[src/rtl/timer_irq_source_if.sv]
// rtl/timer_irq_source_if.sv - register bus between the system bridge and the timer
interface timer_irq_source_if;
  logic [1:0]  addr;
  logic        we;
  logic [31:0] wdata;
  logic [31:0] rdata;

  modport master (output addr, output we, output wdata, input rdata);
  modport slave  (input addr, input we, input wdata, output rdata);
endinterface

[src/rtl/timer_irq_source.sv]
// rtl/timer_irq_source.sv - programmable countdown timer driving the core's external irq
// Optional feature macro: IRQ_STRETCH_EN (irq becomes a self-clearing IRQ_HOLD-cycle pulse).
module timer_irq_source #(
  parameter int CNT_W    = 32,
  parameter int IRQ_HOLD = 5
) (
  input  logic              clk,
  input  logic              reset_n,
  timer_irq_source_if.slave bus,
  output logic              irq
);

  typedef enum logic [1:0] {S_IDLE, S_LOAD, S_CNT, S_INT} state_t;

  state_t           state_q, state_d;
  logic [3:0]       ctrl_q;
  logic [CNT_W-1:0] preset_q;
  logic [CNT_W-1:0] count_q, count_d;
  logic             ctrl_wr, preset_wr;
  logic             en, im, auto_reload;
  logic             en_clr, irq_set;

  assign ctrl_wr     = bus.we && (bus.addr == 2'd0);
  assign preset_wr   = bus.we && (bus.addr == 2'd1);
  assign en          = ctrl_q[0];
  assign im          = ctrl_q[3];
  // Only MODE=01 reloads; 10 and 11 fall back to one-shot.
  assign auto_reload = (ctrl_q[2:1] == 2'b01);

  // Next-state, next-count and side effects of the countdown FSM
  always_comb begin
    state_d = state_q;
    count_d = count_q;
    en_clr  = 1'b0;
    irq_set = 1'b0;
    case (state_q)
      S_IDLE: begin
        if (en) state_d = S_LOAD;
      end
      S_LOAD: begin
        count_d = preset_q;
        state_d = S_CNT;
      end
      S_CNT: begin
        // Decrement is gated by a nonzero count, so COUNT never wraps.
        if (!en)                  state_d = S_IDLE;
        else if (count_q == '0)   state_d = S_INT;
        else                      count_d = count_q - CNT_W'(1);
      end
      S_INT: begin
        irq_set = im;
        if (auto_reload) begin
          state_d = S_LOAD;
        end else begin
          en_clr  = 1'b1;
          state_d = S_IDLE;
        end
      end
      default: state_d = S_IDLE;
    endcase
  end

  // FSM state and running count
  always_ff @(posedge clk or negedge reset_n) begin
    if (!reset_n) begin
      state_q <= S_IDLE;
      count_q <= '0;
    end else begin
      state_q <= state_d;
      count_q <= count_d;
    end
  end

  // CTRL register; a software write beats the one-shot EN clear on the same edge
  always_ff @(posedge clk or negedge reset_n) begin
    if (!reset_n)     ctrl_q    <= '0;
    else if (ctrl_wr) ctrl_q    <= bus.wdata[3:0];
    else if (en_clr)  ctrl_q[0] <= 1'b0;
  end

  // PRESET register; a running count only sees a new value at the next LOAD
  always_ff @(posedge clk or negedge reset_n) begin
    if (!reset_n)       preset_q <= '0;
    else if (preset_wr) preset_q <= bus.wdata[CNT_W-1:0];
  end

`ifdef IRQ_STRETCH_EN
  localparam int HOLD_W = (IRQ_HOLD > 1) ? $clog2(IRQ_HOLD) : 1;
  logic [HOLD_W-1:0] hold_q;

  // Fixed-width pulse; a fresh expiry restarts the hold, CTRL writes do not cut it short
  always_ff @(posedge clk or negedge reset_n) begin
    if (!reset_n) begin
      irq    <= 1'b0;
      hold_q <= '0;
    end else if (irq_set) begin
      irq    <= 1'b1;
      hold_q <= HOLD_W'(IRQ_HOLD - 1);
    end else if (hold_q != '0) begin
      hold_q <= hold_q - HOLD_W'(1);
    end else begin
      irq    <= 1'b0;
    end
  end
`else
  logic hold_unused;
  assign hold_unused = (IRQ_HOLD > 0);

  // Level irq: set on expiry with IM, acknowledged by any CTRL write; set wins a tie
  always_ff @(posedge clk or negedge reset_n) begin
    if (!reset_n)     irq <= 1'b0;
    else if (irq_set) irq <= 1'b1;
    else if (ctrl_wr) irq <= 1'b0;
  end
`endif

  // Combinational register read mux; unused upper CTRL bits and addr 3 read as zero
  always_comb begin
    bus.rdata = '0;
    case (bus.addr)
      2'd0:    bus.rdata = {28'd0, ctrl_q};
      2'd1:    bus.rdata = 32'(preset_q);
      2'd2:    bus.rdata = 32'(count_q);
      default: bus.rdata = '0;
    endcase
  end

endmodule

[src/flat_wrapper.sv]
// flat-port wrapper written by rule: the top's interface ports become plain ports
module timer_irq_source_flat 
#(
  parameter int CNT_W    = 32,
  parameter int IRQ_HOLD = 5
)
  (clk, reset_n, irq, bus_addr, bus_we, bus_wdata, bus_rdata);
  timer_irq_source_if bus_i ();
  input  logic clk;
  input  logic reset_n;
  output logic irq;
  input wire logic [$bits(bus_i.addr)-1:0] bus_addr;
  input wire logic [$bits(bus_i.we)-1:0] bus_we;
  input wire logic [$bits(bus_i.wdata)-1:0] bus_wdata;
  output wire logic [$bits(bus_i.rdata)-1:0] bus_rdata;
  assign bus_i.addr = bus_addr;
  assign bus_i.we = bus_we;
  assign bus_i.wdata = bus_wdata;
  assign bus_rdata = bus_i.rdata;
  timer_irq_source #(.CNT_W(CNT_W), .IRQ_HOLD(IRQ_HOLD)) u_core (.clk(clk), .reset_n(reset_n), .bus(bus_i), .irq(irq));
endmodule
[config.mk]
export PLATFORM = sky130hd
export DESIGN_NAME = timer_irq_source_flat
export DESIGN_NICKNAME = d
export VERILOG_FILES = /design/src/rtl/timer_irq_source_if.sv /design/src/rtl/timer_irq_source.sv /design/src/flat_wrapper.sv
export SDC_FILE = /design/constraint.sdc
export NUM_CORES = 1
export LEC_CHECK = 0
export CAP_MARGIN = 20
export CORE_MARGIN = 2
export CORE_UTILIZATION = 40
export CTS_CLUSTER_DIAMETER = 150
export DETAILED_ROUTE_END_ITERATION = 10
export DONT_BUFFER_PORTS = 1
export PLACE_DENSITY = 0.57
export SYNTH_ARGS = -nofsm -noshare
export SYNTH_HDL_FRONTEND = slang
export SYNTH_SLANG_ARGS = --single-unit
[constraint.sdc]
create_clock -name clk -period 2.94 [get_ports clk]
set_input_delay 0.147 -clock clk [delete_from_list [all_inputs] [get_ports clk]]
set_output_delay 0.147 -clock clk [all_outputs]
set_load 0.01 [all_outputs]
# Word level (Yosys, flattened, before mapping)

Index checks and enable logic that the tools add are counted.

Output and inout port bits: 33
Input bits: 37
Logic and storage cells: 43
Bits in registers: 71

Add/sub/neg operators: 1
Multiplexer cells: 16
Reduce and logical (&&, ||, !) cells: 10
Equal/unequal tests: 10

Operators by type and width:

| operator                | count |
|---|---|
| $pmux W32 S3            | 1 |
| $mux W32                | 2 |
| $pmux W32 S2            | 1 |
| $logic_not A32 Y1       | 1 |
| $sub A32 B1 Y32 const B | 1 |
| $mux W1                 | 8 |
| $pmux W2 S4             | 1 |
| $eq A2 B1 Y1 const B    | 3 |
| $eq A2 B2 Y1 const B    | 3 |
| $mux W2                 | 3 |
| $reduce_bool A2 Y1      | 3 |
| $logic_not A2 Y1        | 2 |
| $ne A2 B1 Y1 const B    | 2 |
| $ne A3 B3 Y1 const B    | 1 |
| $reduce_and A3 Y1       | 1 |
| $logic_and A1 B1 Y1     | 2 |
| $ne A2 B2 Y1 const B    | 1 |
| $reduce_and A2 Y1       | 1 |

# Logic depth before layout (Yosys ltp)

Word-level depth: 5
Depth in mapped cells: 10
Gate-level depth less buffers: 8

# Worst setup path after synthesis

OpenSTA, ideal clock, no wires.

Kind: reg2reg
Start point: register u_core.count_q[0]
End point: register u_core.count_q[23]
Arrival time: 2.049 ns
Buffers on the path: 1
Stages on the path, launching flop included: 10
Data required time: 2.819 ns
Setup time: 0.121 ns
Slack: 0.770 ns
Clock period less this slack: 2.170 ns
Cell sequence: dfrtp_1 -> inv_1 -> ha_1 -> nor4b_4 -> nand4_4 -> o41ai_4 -> a21bo_1 -> buf_6 -> a21oi_1 -> o22a_1

Cells in the longest elaborated chain, start to end: 4
Elaborated cells on any way between the ends: 7
Those cells by class: add/sub: 1; eq/ne: 1; mux: 3; reduce/logical: 2

Ends and longest elaborated chain:

| item                   | RTL line               | source |
|---|---|---|
| from (decl)            | timer_irq_source.sv:18 | `logic [CNT_W-1:0] count_q, count_d;` |
| from (signal assigned) | timer_irq_source.sv:70 | `count_q <= count_d;` |
| $sub A32 B1 Y32        | timer_irq_source.sv:48 | `else count_d = count_q - CNT_W'(1);` |
| $mux W32               | timer_irq_source.sv:47 | `else if (count_q == '0) state_d = S_INT;` |
| $mux W32               | timer_irq_source.sv:46 | `if (!en) state_d = S_IDLE;` |
| $pmux W32 S2           | timer_irq_source.sv:36 | `case (state_q)` |

Several ways; a longest one is shown, not always the timed one. The select of a mux whose other input is x is not followed.
A chain may end at the register's enable or synchronous reset.

# Worst setup path after layout

Start point: register u_core.count_q[0]
End point: register u_core.count_q[0]

The elaborated chain is that of the path after synthesis.

==> impl_metrics.tcl <==
set metrics [dict create \
    syn_area_um2 4114 \
    setup_tns_ns 0 \
    pin_count 70 \
    period_share_pct 89.06 \
    clock-sinks 71 \
    cts_buffer_depth 2 \
    cts_root_buf "clkbuf_8" \
    relSlewSlack_pct 46.72 \
    die_w_um 105.4 \
    switching_share_pct 44.37 \
    first_global_vias 3180 \
    critPathLaunch "u_core.count_q[0]$_DFFE_PN0P_" \
    num-nets-final 490 \
    pwr-share-comb_pct 44.2 \
    max_cap_viol_count 0 \
    power_density_nw_per_um2 961.5 \
    hold_path_depth 2 \
    grt_pass1_wl_um 16540 \
    clk_latency_ns 0.36 \
    cp.arrival_ns 2.90 \
    die_area_um2 11110 \
    ys_seq_area_share_pct 43.19 \
    synth_area_leaders "dfrtp_1, mux2_2, a21oi_1" \
    drive_gt1_share_pct 16.81 \
    place_congestion 0.8446 \
    final.min_clock_period_ns 2.618 \
    ant_nets 0 \
    dpl.hpwl_um 6605 \
    hold_start "bus_addr[1]" \
    p_int_w 0.002539 \
    num_vias 3323 \
    seqPwrFrac_pct 40.4 \
    synth_edf_count 0 \
    outcome "complete, no violations" \
    rsz0062_at_grt "no" \
    grt_max_degree 72 \
    yosys-top-cells-count "dfrtp_1, a21oi_1, nand2_1" \
    synth_top_area_share_pct 43.19 \
    power.leakage_nw 1.874 \
    synth_top_area_cell "dfrtp_1" \
    gr-total-overflow 0 \
    drt-total-wl_um 10000 \
    synthesis.nets 462 \
    cts_max_level 3 \
    avgSynthCellArea_um2 9.795 \
    rows 37 \
    synthArstFlopShare_pct 100.0 \
    synthToLayoutAreaGrowth_pct 15.39 \
    fmax_ghz 0.3819 \
    start_kind "flip-flop" \
    clk_pin_slew_ns 0.07 \
    firstDrtPassIters 4 \
    remaining_drc_errors 0 \
    r2r_start "u_core.count_q[0]$_DFFE_PN0P_" \
    via_per_inst 5.651 \
    synth_cell_types 57 \
    core_area_um2 10140 \
    synth-seq-cells 71 \
    peakVddDrop_uv 317.1 \
    numCtsBuffers 9 \
    hold_end "u_core.ctrl_q[2]$_DFFE_PN0P_" \
    fp.dieH_um 105.4 \
    r2r_setup_slack_ns 0.32 \
    antenna_found_initial 0 \
    rr_endpoint "u_core.count_q[0]$_DFFE_PN0P_" \
    slew_viol_final 0 \
    yosys_warnings 0 \
    syn_inst 420 \
    start_util_pct 40.58 \
    crit_type "flip-flop to flip-flop" \
    hold_class "primary input to flip-flop" \
    end_kind "flip-flop" \
    cp_cell_sequence "inv_1 > ha_1 > nor4b_4 > nand4_4 > o41ai_4 > a21bo_1 > buf_4 > a21oi_1 > o22ai_1" \
    initialDrtViolationCount 138 \
    cts_resized 0 \
    hold_viol 0 \
    critPathMaxStageDelay_ns 0.42 \
    diodes 0 \
    worstPathRequired_ns 3.22 \
    finalSetupViolations 0 \
    place_area_um2 4225 \
    power_switching_w 0.002025 \
    cp_slowest_cell "a21bo_1" \
    synth_most_common_cell "dfrtp_1" \
    design_area_um2 4747 \
    r2r_cells 9 \
    post_drt_wl_per_cell_um 17.01 \
    worst-path-max-fanout 12 \
    groute.usage.overall_pct 18.64 \
    port_buffers 0 \
    cts_tree "built" \
    worst_slew_pin_slew_ns 0.7975 \
    dominantRegCellSynth "dfrtp_1" \
    p_clk_share_pct 15.3 \
    fin_worst_skew_ns 0.01441 \
]
[repair_timing]
item / in CTS / in global routing
hold buffers: 34 / 0
hold endpoints to repair: 107 / 0
buffers inserted: 0 / 0
[worst max-delay path, delay by kind of cell, from the launching register on]
kind                     cells  cell delay (ns)
AO/OA/AOI/OAI                4             1.01
adder cells (fa/ha/maj)      1             0.25
flip-flops                   1             0.40
AND/OR/NAND/NOR              2             0.56
buffers and inverters        2             0.32
[cells in the final DEF, fill, tap and decap left out, drive strengths merged, types with 4 or more instances in the layout]
cell type,count
o41ai,4
nor2,26
dfrtp,71
clkinv,4
clkbuf,11
inv,12
buf,12
nand2,41
nand3,8
a22o,28
o22ai,9
a21oi,49
mux2,33
or3,4
nor3,6
ha,5
a31oi,5
nand4,6
mux2i,6
nor4,5
dlygate4sd3,33
o21ai,32
[final cells by class]
cell class                      count  area (um2)
Tap cell                          136       170.2
Timing Repair Buffer               45       440.4
Inverter                           13       48.80
Clock buffer                       11       141.4
Fill cell                         971        5391
Multi-Input combinational cell    308        2147
Clock inverter                      4       22.52
Sequential cell                    71        1777
[power by group through the flow]
stage	logic (W)	registers (W)	clock network [W]
floorplan	0.00176	0.00170	0
global placement	0.00193	0.00184	0
detailed placement	0.00196	0.00186	0
CTS	0.00203	0.00184	0.000720
global route	0.00229	0.00191	0.000762
finish	0.00202	0.00185	0.000700
[per-layer routing]
layer	GRT usage (%)	part of all wire, %	vias up
li1	-	-	1617
met1	25.35	48	1626
met2	28.62	45	69
met3	5.009	4.9	11
met4	6.476	1.7	0
met5	0	0	-
[registers in the layout (all words and copies together) (netlist names)]
register / count
u_core.state_q: 2
u_core.irq: 1
u_core.ctrl_q: 4
u_core.preset_q: 32
u_core.count_q: 32
[how the worst max path moves through the flow]
stage,cells after the start,end,slack [ns]
floorplan,9,u_core.count_q[23]$_DFFE_PN0P_,0.77
global placement,9,u_core.count_q[4]$_DFFE_PN0P_,0.43
detailed placement,9,u_core.count_q[0]$_DFFE_PN0P_,0.32
CTS,9,u_core.count_q[0]$_DFFE_PN0P_,0.31
global route,9,u_core.count_q[0]$_DFFE_PN0P_,0.08
finish,9,u_core.count_q[0]$_DFFE_PN0P_,0.32
[cells by family after synthesis]
kind of cell             count (synthesis)  share of synthesized area, %
buffers and inverters                   41                         4.805
AND/OR/NAND/NOR                        112                         15.42
flip-flops                              71                         43.19
adder cells (fa/ha/maj)                  5                         1.521
multiplexers                            39                         10.49
XOR/XNOR                                 1                        0.2129
AO/OA/AOI/OAI                          151                         24.36
[per-stage QoR]
step / std cells / utilization (%) / hold WS, ns / setup slack (ns) / total power [W]
2_1_floorplan: 420 / - / -0.1486 / 0.7698 / 0.003459
3_3_place_gp: 539 / 41.68 / -0.1452 / 0.4287 / 0.003777
3_5_place_dp: 539 / 41.68 / -0.1453 / 0.3212 / 0.003821
4_1_cts: 588 / 46.82 / 0.06924 / 0.3074 / 0.004590
5_1_grt: 588 / 46.82 / 0.1021 / 0.08244 / 0.004962
6_report: 588 / 46.82 / 0.07803 / 0.3216 / 0.004564
(Power assumes the default switching activity.)
